==> config.mk <==
export PLATFORM = sky130hd
export DESIGN_NAME = ddr_capture_ctrl
export DESIGN_NICKNAME = d
export VERILOG_FILES = /design/src/rtl/ddr_capture_ctrl_pkg.sv /design/src/rtl/ddr_word_aligner.sv /design/src/rtl/ddr_capture_ctrl.sv
export SDC_FILE = /design/constraint.sdc
export NUM_CORES = 1
export LEC_CHECK = 0
export BUFFER_PORTS_ARGS = -buffer_cell sky130_fd_sc_hd__buf_4
export CORE_MARGIN = 2
export CORE_UTILIZATION = 33
export CTS_CLUSTER_DIAMETER = 50
export DETAILED_ROUTE_END_ITERATION = 6
export PLACE_DENSITY_LB_ADDON = 0.15
export REMOVE_ABC_BUFFERS = 1
export SLEW_MARGIN = 20
export SYNTH_ARGS = -nofsm -noshare
export SYNTH_HDL_FRONTEND = slang
export SYNTH_HIERARCHICAL = 1
export SYNTH_SLANG_ARGS = --single-unit
==> constraint.sdc <==
create_clock -name clk -period 2.41 [get_ports clk]
set_clock_uncertainty 0.15 [all_clocks]
set_input_delay 0.723 -clock clk [delete_from_list [all_inputs] [get_ports clk]]
set_output_delay 0.723 -clock clk [all_outputs]
set_load 0.01 [all_outputs]
==> src/rtl/ddr_capture_ctrl_pkg.sv <==
// Shared types and sizing helpers for the DDR capture sequencer.
// Optional feature macro: DDR_CAPTURE_OVF_CNT_EN (adds the saturating ovf_cnt output).
package ddr_capture_pkg;

  typedef enum logic [1:0] {
    IDLE   = 2'd0,
    SEARCH = 2'd1,
    VERIFY = 2'd2,
    LOCKED = 2'd3
  } state_t;

  localparam int DDR_DW_DEF         = 8;
  localparam int DDR_SYNC_COUNT_DEF = 2;
  localparam int DDR_OVF_CNT_W      = 16;

  // Bits needed to hold the values 0..n-1, never less than one.
  function automatic int ddr_cnt_w(input int n);
    return (n <= 2) ? 1 : $clog2(n);
  endfunction

endpackage

==> src/rtl/ddr_word_aligner.sv <==
// Bit-level front end: shift register over the DDR pair, word phase counter,
// slip selection between the two candidate windows and sync-word match flags.
module ddr_word_aligner
  import ddr_capture_pkg::*;
#(
  parameter int                    DATA_WIDTH = DDR_DW_DEF,
  parameter logic [DATA_WIDTH-1:0] SYNC_WORD  = DATA_WIDTH'(8'hA5)
) (
  input  logic                  clk,
  input  logic                  rst,
  input  logic                  i_shift,
  input  logic [1:0]            i_ddr,
  input  logic                  i_load,
  input  logic                  i_load_slip,
  output logic [DATA_WIDTH-1:0] o_word,
  output logic                  o_match0,
  output logic                  o_match1,
  output logic                  o_boundary
);

  localparam int            N       = DATA_WIDTH / 2;
  localparam int            PW      = ddr_cnt_w(N);
  localparam logic [PW-1:0] PH_LAST = PW'(N - 1);
  localparam logic [PW-1:0] PH_ONE  = PW'(1);

  logic [DATA_WIDTH:0]   r_shreg;
  logic [PW-1:0]         r_phase;
  logic                  r_slip;
  logic [DATA_WIDTH-1:0] w_win0;
  logic [DATA_WIDTH-1:0] w_win1;

  // A load marks the current cycle as a word boundary, so the next one is N shifts later.
  always_ff @(posedge clk) begin
    if (rst) begin
      r_shreg <= '0;
      r_phase <= '0;
      r_slip  <= 1'b0;
    end else begin
      if (i_shift) begin
        r_shreg <= {r_shreg[DATA_WIDTH-2:0], i_ddr};
      end
      if (i_load) begin
        r_phase <= PH_ONE;
        r_slip  <= i_load_slip;
      end else if (i_shift) begin
        r_phase <= (r_phase == PH_LAST) ? '0 : r_phase + 1'b1;
      end
    end
  end

  assign w_win0     = r_shreg[DATA_WIDTH-1:0];
  assign w_win1     = r_shreg[DATA_WIDTH:1];
  assign o_match0   = (w_win0 == SYNC_WORD);
  assign o_match1   = (w_win1 == SYNC_WORD);
  assign o_word     = r_slip ? w_win1 : w_win0;
  assign o_boundary = i_shift && (r_phase == '0);

endmodule

==> src/rtl/ddr_capture_ctrl.sv <==
// Sync-word hunt / verify / lock sequencer with a one-deep valid/ready output register.
// Optional feature macro: DDR_CAPTURE_OVF_CNT_EN (adds ovf_cnt, a saturating dropped-word count).
module ddr_capture_ctrl
  import ddr_capture_pkg::*;
#(
  parameter int                    DATA_WIDTH = DDR_DW_DEF,
  parameter logic [DATA_WIDTH-1:0] SYNC_WORD  = DATA_WIDTH'(8'hA5),
  parameter int                    SYNC_COUNT = DDR_SYNC_COUNT_DEF
) (
  input  logic                  clk,
  input  logic                  rst,
  input  logic                  en,
  input  logic [1:0]            ddr_in,
  input  logic                  realign,
  output logic [DATA_WIDTH-1:0] m_data,
  output logic                  m_valid,
  input  logic                  m_ready,
  output logic                  locked,
  output logic                  ovf,
  input  logic                  ovf_clr
`ifdef DDR_CAPTURE_OVF_CNT_EN
  ,
  output logic [DDR_OVF_CNT_W-1:0] ovf_cnt
`endif
);

  localparam int            VW        = ddr_cnt_w(SYNC_COUNT + 1);
  localparam logic [VW-1:0] VCNT_LAST = VW'(SYNC_COUNT - 1);

  state_t                r_state;
  state_t                w_state_nxt;
  logic [VW-1:0]         r_vcnt;
  logic [DATA_WIDTH-1:0] r_data;
  logic                  r_valid;
  logic                  r_ovf;

  logic [DATA_WIDTH-1:0] w_word;
  logic                  w_match0;
  logic                  w_match1;
  logic                  w_boundary;
  logic                  w_word_match;
  logic                  w_search_hit;
  logic                  w_lock_hit;
  logic                  w_deliver;
  logic                  w_locked;
  logic                  w_drop;

  ddr_word_aligner #(
    .DATA_WIDTH (DATA_WIDTH),
    .SYNC_WORD  (SYNC_WORD)
  ) u_align (
    .clk         (clk),
    .rst         (rst),
    .i_shift     (en),
    .i_ddr       (ddr_in),
    .i_load      (w_search_hit),
    .i_load_slip (!w_match0),
    .o_word      (w_word),
    .o_match0    (w_match0),
    .o_match1    (w_match1),
    .o_boundary  (w_boundary)
  );

  assign w_word_match = (w_word == SYNC_WORD);
  assign w_search_hit = (r_state == SEARCH) && en && !realign && (w_match0 || w_match1);

  always_ff @(posedge clk) begin
    if (rst) begin
      r_state <= IDLE;
    end else begin
      r_state <= w_state_nxt;
    end
  end

  always_comb begin
    w_state_nxt = r_state;
    if (!en) begin
      w_state_nxt = IDLE;
    end else if (realign) begin
      w_state_nxt = SEARCH;
    end else begin
      case (r_state)
        IDLE:   w_state_nxt = SEARCH;
        SEARCH: if (w_match0 || w_match1) w_state_nxt = VERIFY;
        VERIFY: begin
          if (w_boundary) begin
            if (!w_word_match)              w_state_nxt = SEARCH;
            else if (r_vcnt == VCNT_LAST)   w_state_nxt = LOCKED;
          end
        end
        LOCKED: w_state_nxt = LOCKED;
        default: w_state_nxt = IDLE;
      endcase
    end
  end

  // The boundary that completes verification also hands its sync word downstream.
  always_comb begin
    w_locked   = (r_state == LOCKED);
    w_lock_hit = (r_state == VERIFY) && w_boundary && w_word_match && (r_vcnt == VCNT_LAST);
    w_deliver  = 1'b0;
    if (en && !realign && w_boundary) begin
      w_deliver = (r_state == LOCKED) || w_lock_hit;
    end
  end

  always_ff @(posedge clk) begin
    if (rst) begin
      r_vcnt <= '0;
    end else if ((r_state != VERIFY) || (w_state_nxt != VERIFY)) begin
      r_vcnt <= '0;
    end else if (w_boundary) begin
      r_vcnt <= r_vcnt + 1'b1;
    end
  end

  assign w_drop = w_deliver && r_valid && !m_ready;

  // A completing word may replace the pending one only when it is being accepted this cycle.
  always_ff @(posedge clk) begin
    if (rst) begin
      r_data  <= '0;
      r_valid <= 1'b0;
    end else if (w_deliver && (!r_valid || m_ready)) begin
      r_data  <= w_word;
      r_valid <= 1'b1;
    end else if (r_valid && m_ready) begin
      r_valid <= 1'b0;
    end
  end

  always_ff @(posedge clk) begin
    if (rst) begin
      r_ovf <= 1'b0;
    end else if (w_drop) begin
      r_ovf <= 1'b1;
    end else if (ovf_clr) begin
      r_ovf <= 1'b0;
    end
  end

`ifdef DDR_CAPTURE_OVF_CNT_EN
  logic [DDR_OVF_CNT_W-1:0] r_ovf_cnt;

  always_ff @(posedge clk) begin
    if (rst) begin
      r_ovf_cnt <= '0;
    end else if (w_drop) begin
      if (ovf_clr)               r_ovf_cnt <= DDR_OVF_CNT_W'(1);
      else if (r_ovf_cnt != '1)  r_ovf_cnt <= r_ovf_cnt + 1'b1;
    end else if (ovf_clr) begin
      r_ovf_cnt <= '0;
    end
  end

  assign ovf_cnt = r_ovf_cnt;
`endif

  assign m_data  = r_data;
  assign m_valid = r_valid;
  assign locked  = w_locked;
  assign ovf     = r_ovf;

endmodule
==> run metrics, run 1 <==
status=completed; Clk Latency, worst-skew pair=0.28 ns; Final TNS setup=0 ns; synth warn=6; CTS buffer count=3; Clock power frac=0.418; Worst-Margin Slew=0.403 ns; Hold Buf Count CTS=0; HP Start=m_data[1]; endpoint class of the critical path=flop; core area=between 0.003 and 0.004 mm²; kind of critical path=flop to flop; critical path arrival=around 2.4 ns; max-cap violations=0; Cells after Synth=about 140; Finish-stage setup viols=0; Mean Syn Cell Area=roughly 9.5 µm²; Initial DRT Pass Iterations=4; Rel. slew slack=0.729; fraction of layout cells with a size suffix above 1=0.245; post-synthesis cell type count=30; die area=about 0.0045 mm²; Final Instance Count excl. Fillers=slightly above 200; clk slew on worst S/H paths=0.10 ns; Cell Rows=22; Post-layout nets=around 170; post-synthesis register bit count=26; grt total ovfl=0; vias=around 1000; RSZ-0062 raised after global routing=no; worst hold path class=flop to flop; reg2reg start=u_align/r_slip; CP Max Fanout=8; final wirelength=approximately 2700 µm; Fin. Hold Viols=0; CP startpoint=u_align/r_slip; sw power=around 0.18 mW; I/O pin cnt=19; Netlist Area Pre-Place=between 0.001 and 0.0015 mm²; H-tree Lvls=1; Sink Count=26; first-pass GRT wire length=4400 µm; DRT iter0 DRCs=25; Hold Crit Depth=2; R2R Setup Slk=between 0.08 and 0.09 ns; CTS tree=done; Finished Core Util=0.426; worst r2r path cells=6; Pwr Density=~550 mW/mm²; die width=67.0 µm; largest net degree at the start of global routing=21; gr usage total=0.131; worst IR drop on VDD=around 0.26 mV; Pleak=~0.65 nW; Remaining DRCs=0; Syn-to-layout area delta=21.9%; Peak Freq=0.431 GHz; CP required=2.47 ns; Initial Util=0.350; routed len/inst=12.8 µm; startpoint type of the worst setup path=flop; Tmin final=2.32 ns; n_diodes=0; proportion of power drawn by combinational gates=0.074; Pint=a little under 0.7 mW; Seq pwr share=0.508; register area share after synthesis=0.398; max-slew violations=0; Sw Share=0.210; DR vias/cell=roughly 4.9; Hold WS=roughly 0.31 ns; final RePlAce weighted congestion=0.759; Port Buffers=18; Die Span Y=67.0 µm; setup slack after layout=~0.088 ns; vias in the first global route=roughly 1000; CTS Root Cell=clkbuf_8; Clock Path Buffers=2; initial antenna violation count=0; dpl hpwl=roughly 2000 µm; post-route clock period utilization=0.963; pre-CTS worst setup slack=-0.0470 ns; Routed Antenna Nets=0; placed insts=around 200
cells in the mapped netlist (all sizes together):
| cell type | count | area (µm²) |
|---|---|---|
| nor3 | 3 | 15.0 |
| dfxtp | 26 | 521 |
| nor4 | 2 | 12.5 |
| o211a | 1 | 10.0 |
| nand2 | 16 | 60.1 |
| mux2 | 8 | 90.1 |
| nand3 | 1 | 5.00 |
| a31oi | 2 | 12.5 |
| o211ai | 1 | 7.51 |
| nor2 | 13 | 48.8 |
| a21oi | 4 | 20.0 |
| o21ai | 1 | 5.00 |
| clkbuf | 2 | 7.51 |
| ha | 3 | 37.5 |
| and3 | 1 | 6.26 |
| o31ai | 2 | 28.8 |
| buf | 3 | 23.8 |
| a21boi | 1 | 7.51 |
| nand4b | 3 | 41.3 |
| nand3b | 3 | 22.5 |
| or3b | 1 | 8.76 |
| nand2b | 12 | 75.1 |
| or4b | 1 | 13.8 |
| and2 | 2 | 12.5 |
| inv | 7 | 26.3 |
| mux2i | 19 | 190 |
what timing repair did:
action,CTS,global route
pin swaps,0,1
gates cloned,0,0
setup buffers,0,0
hold endpoints to repair,0,0
setup endpoints to repair,8,8
resized for setup,2,1
per-stage QoR:
stage | power (mW) | area (µm²)
after CTS | 0.878 | 1590
after detailed placement | 0.519 | 1520
final | 0.872 | 1600
after global routing | 0.910 | 1600
after global placement | 0.517 | 1520
after floorplan | 0.490 | 1280
power groups by stage:
stage / clock, mW / sequential, mW / combinational, mW
after floorplan: 0 / 0.452 / 0.0373
after global placement: 0 / 0.455 / 0.0625
after detailed placement: 0 / 0.455 / 0.0645
after CTS: 0.369 / 0.445 / 0.0649
after global routing: 0.394 / 0.445 / 0.0709
final: 0.365 / 0.444 / 0.0644
path summary, 6_finish.rpt:
kind / end
max: m_data[0]
min: m_data[1]
max reg2reg: m_data[0]
min reg2reg: m_data[1]
state kept, by name (all words and copies together) (netlist names):
name	count
u_align/r_phase	2
u_align/r_shreg	9
r_state	2
m_valid	1
u_align/r_slip	1
m_data	8
r_vcnt	2
ovf	1
layer usage:
layer,GRT usage,share of wire
met1,0.165,0.49
met2,0.218,0.46
met3,0.0304,0.032
met4,0.0459,0.014
met5,0,0
worst max-delay path, stage by stage (launching register included):
cell and delay, ns:
dfxtp_4 0.39, mux2_2 0.35, or4b_4 0.58, o31ai_4 0.22
and3_4 0.23, buf_12 0.13, mux2i_1 0.19
cell usage in the layout (no fill, tap or decap), types with 2 or more instances in the layout:
master	count
a31oi_1	2
nand2b_1	12
ha_1	3
nand4b_1	2
nor4_1	2
inv_1	7
mux2i_1	19
clkbuf_8	3
nor2_1	13
nor3_1	3
mux2_2	8
nand2_1	16
and2_1	2
a21oi_1	4
buf_4	21
nand3b_1	3
dfxtp_1	25
cell type report:
cell class                      count  area (µm²)
Clock buffer                        3        41.3
Clock inverter                      1        30.0
Fill cell                         374        2150
Inverter                            7        26.3
Multi-Input combinational cell    100         736
Sequential cell                    26         524
Tap cell                           48        60.1
Timing Repair Buffer               22         178
kinds of logic (layout without fill, tap and decap cells):
group | after synthesis | count (layout) | share of synthesized area
compound gates | 12 | 12 | 0.0698
simple gates | 58 | 58 | 0.246
fa+ha+maj | 3 | 3 | 0.0287
buf+inv | 12 | 33 | 0.0440
mux | 27 | 27 | 0.214
flops | 26 | 26 | 0.398
Note: power is estimated with default switching activity, not from simulation.
==> run 2: changes to the inputs <==
BUFFER_PORTS_ARGS = -buffer_cell sky130_fd_sc_hd__clkbuf_2   (was -buffer_cell sky130_fd_sc_hd__buf_4)
==> run metrics, run 2 (synthesized netlist as in run 1, its figures left out) <==
worst IR drop on VDD=about 0.22 mV; startpoint type of the worst setup path=flop; DR vias/cell=between 4 and 5; Largest register FFs=9; placed insts=206; Finish-stage setup viols=0; CP Buf/Inv Count=1; kind of critical path=flop to flop; Seq pwr share=0.561; delay-heaviest family, CP=simple AND/OR/NAND/NOR gates; Initial DRT Pass Iterations=4; Cell Rows=22; CTS buffer count=3; Initial Util=0.350; Rel. slew slack=0.715; Pleak=about 0.64 nW; first-pass GRT wire length=4400 µm; Hold Buf Count CTS=0; die width=67.0 µm; Clock Path Buffers=2; Sink Count=26; DRT iter0 DRCs=29; Crit-path slowest cell=or4b_4; die area=0.00449 mm²; Remaining DRCs=0; CP required=2.45 ns; Syn-to-layout area delta=19.2%; core area=~0.0037 mm²; Final Instance Count excl. Fillers=210; max-cap violations=0; setup slack after layout=0.103 ns; endpoint class of the critical path=flop; H-tree Lvls=1; Clk Latency, worst-skew pair=around 0.27 ns; CTS Root Cell=clkbuf_8; sw power=0.177 mW; most common cell after layout, fill and taps aside=dfxtp_1; vias in the first global route=968; grt total ovfl=0; max-slew violations=0; final wirelength=around 2700 µm; Clock power frac=0.356; Biggest register=u_align/r_shreg; Sw Share=0.224; dpl hpwl=2030 µm; Die Span Y=approximately 67 µm; proportion of power drawn by combinational gates=0.083; pre-CTS worst setup slack=-0.00838 ns; Post-layout nets=between 150 and 200; Routed Antenna Nets=0; Pwr Density=506 mW/mm²; n_diodes=0; Port Buffers=18; final RePlAce weighted congestion=0.806; Fin. Hold Viols=0; clk slew on worst S/H paths=about 0.090 ns; I/O pin cnt=19; # fillers=about 380; Peak Freq=approximately 0.43 GHz; max incr delay on CP=slightly below 0.6 ns; Worst-Margin Slew=0.424 ns; CP cell instances=mux2_2 -> or4b_4 -> o31ai_4 -> and3_4 -> buf_12 -> mux2i_2; Pint=between 0.6 and 0.7 mW; post-route clock period utilization=0.957; RSZ-0062 raised after global routing=no; CTS tree=done; worst hold path class=flop to flop; Tmin final=~2.3 ns; initial antenna violation count=0; Finished Core Util=0.417; largest net degree at the start of global routing=15; CP Max Fanout=8; gr usage total=0.129; most frequent cells in the layout=25 x dfxtp_1, 18 x mux2i_1, 18 x clkbuf_2; routed len/inst=between 10 and 15 µm; vias=about 1000; fraction of layout cells with a size suffix above 1=0.265; status=completed; critical path arrival=between 2 and 2.5 ns
-- run 2: worst min-delay path, cell delays in order (launching register included) --
cell	delay [ns]
dfxtp_1	0.32
nand2_1	0.05
mux2i_1	0.05
-- run 2: power groups by stage --
stage,sequential [mW],combinational [mW],clock [mW]
6_report,0.443,0.0655,0.281
5_1_grt,0.445,0.0732,0.316
4_1_cts,0.444,0.0663,0.296
3_5_place_dp,0.454,0.0662,0
3_3_place_gp,0.454,0.0644,0
2_1_floorplan,0.452,0.0373,0
-- run 2: metrics by stage --
step / TNS (ns) / power [mW] / hold slack (ns) / instance area (µm²)
final: 0 / 0.789 / 0.311 / 1560
after global routing: 0 / 0.833 / 0.325 / 1560
after floorplan: -0.885 / 0.490 / 0.294 / 1280
after CTS: 0 / 0.807 / 0.315 / 1550
after global placement: 0 / 0.518 / 0.294 / 1490
after detailed placement: -0.00838 / 0.520 / 0.295 / 1490
-- run 2: area by class of cell --
type,instances,area (µm²),share of cell area
multi-input cells,100,739,0.474
inverters,7,26.3,0.0168
flip-flops and latches,26,524,0.336
repair buffers,25,155,0.0994
clock buffers,4,55.1,0.0353
well taps,48,60.1,0.0385
-- run 2: repair_timing --
action | CTS | global route
buffers inserted | 0 | 0
resized for setup | 1 | 3
pin swaps | 0 | 1
cloned | 0 | 0
endpoints found under the setup margin | 8 | 7
-- run 2: layer usage --
metal,routed length [µm],global-route usage,up-vias
met5,0,0,-
met4,20,0.0459,0
met3,68,0.0220,2
met2,1280,0.215,13
met1,1300,0.168,477
li1,-,-,524
-- run 2: final timing paths --
| path | to | cells past startpoint | from | slack, ns |
|---|---|---|---|---|
| max | m_data[6] | 6 | u_align/r_slip | 0.10 |
| min | m_data[7] | 2 | m_data[7] | 0.31 |
| max reg2reg | m_data[6] | 6 | u_align/r_slip | 0.10 |
| min reg2reg | m_data[7] | 2 | m_data[7] | 0.31 |
==> run 3: changes to the inputs <==
CORE_ASPECT_RATIO = 0.6   (was not set)
SETUP_SLACK_MARGIN = 0.15   (was not set)
==> run metrics, run 3 (synthesized netlist as in run 1, its figures left out) <==
status=completed; most common cell after layout, fill and taps aside=dfxtp_1; Remaining DRCs=0; Finished Core Util=0.420; final wirelength=around 2800 µm; Clk Latency, worst-skew pair=~0.27 ns; grt total ovfl=0; CTS Root Cell=clkbuf_8; H-tree Lvls=1; startpoint type of the worst setup path=flop; Tmin final=2.21 ns; CP cell instances=mux2_4 -> or4b_4 -> o31ai_4 -> and3_4 -> buf_12 -> mux2i_1; Crit-path slowest cell=or4b_4; worst IR drop on VDD=between 0.15 and 0.2 mV; vias=a little over 1000; Cell Rows=17; post-route clock period utilization=0.918; Final TNS setup=0 ns; Peak Freq=~0.45 GHz; Clock Path Buffers=2; Hold Buf Count CTS=0; max-slew violations=0; Rel. slew slack=0.697; Die Span Y=between 50 and 60 µm; DRT iter0 DRCs=13; Worst-Margin Slew=0.450 ns; Finish-stage setup viols=0; Fin. Hold Viols=0; endpoint class of the critical path=flop; Routed Antenna Nets=0; CTS buffer count=3; first-pass GRT wire length=around 4800 µm; clk slew on worst S/H paths=about 0.09 ns; die area=between 0.004 and 0.005 mm²; I/O pin cnt=19; Initial Util=0.350; Port Buffers=18; Largest register FFs=9; Pleak=roughly 0.64 nW; core area=~0.0037 mm²; CP Max Fanout=8; final RePlAce weighted congestion=between 0.7 and 0.8; CP Buf/Inv Count=1; Pwr Density=approximately 500 mW/mm²; fraction of layout cells with a size suffix above 1=0.272; worst hold path class=flop to flop; Sink Count=26; max incr delay on CP=around 0.56 ns; kind of critical path=flop to flop; largest net degree at the start of global routing=17; Post-layout nets=between 150 and 200; RSZ-0062 raised after global routing=yes; DR vias/cell=4.91; initial antenna violation count=0; vias in the first global route=about 1000; Hold WS=around 0.3 ns; dpl hpwl=2140 µm; die width=85.3 µm; most frequent cells in the layout=25 x dfxtp_1, 19 x mux2i_1, 18 x clkbuf_2; critical path arrival=between 2 and 2.5 ns; n_diodes=0; max-cap violations=0; delay-heaviest family, CP=simple AND/OR/NAND/NOR gates; CP required=2.46 ns; Biggest register=u_align/r_shreg; Initial DRT Pass Iterations=4; gr usage total=0.138; routed len/inst=~13 µm; Syn-to-layout area delta=20.2%; CTS tree=done
-- run 3: cell counts in the layout (fill, tap and decap cells not counted) --
Identical to the previous run, type by type.
-- run 3: final cells by class --
cell class	instances	area [µm²]
clock buffers	4	55.1
fillers	401	2170
multi-input cells	100	753
flip-flops and latches	26	524
inverters	7	26.3
repair buffers	25	155
well taps	47	58.8
-- run 3: what timing repair did --
| action | CTS | global route |
|---|---|---|
| pin swaps | 3 | 0 |
| setup endpoints to repair | 8 | 11 |
| buffers inserted | 1 | 0 |
| gates resized for setup | 3 | 4 |
-- run 3: through the flow --
step                setup slack (ns)  power, mW  cells  cell area, µm²
floorplan                     -0.111      0.490    133            1280
global placement              0.0857      0.517    204            1480
detailed placement            0.0185      0.520    204            1480
CTS                            0.147      0.808    209            1560
global route                   0.100      0.832    209            1570
finish                         0.199      0.791    209            1570
-- run 3: report_power, final --
group	leakage [nW]	total [mW]	internal [mW]	switching, mW
registers	0.211	0.445	0.436	0.00913
logic	0.404	0.0649	0.0309	0.0340
clock network	0.0288	0.281	0.146	0.135
-- run 3: worst paths after layout --
path	startpoint	to	slack [ns]	cells after the start
worst max-delay path	u_align/r_slip	m_data[6]	0.20	6
worst min-delay path	m_data[2]	m_data[2]	0.31	2
worst max register to register	u_align/r_slip	m_data[6]	0.20	6
worst min register to register	m_data[2]	m_data[2]	0.31	2
-- run 3: routing by layer --
metal / routed length (µm) / GRT usage
met1: 1440 / 0.191
met2: 1220 / 0.214
met3: 110 / 0.0441
met4: 7 / 0.0238
met5: 0 / 0
-- run 3: worst min-delay path, cell delays in order, from the launching register on --
cell	delay, ns
dfxtp_1	0.32
nand2_1	0.05
mux2i_1	0.05
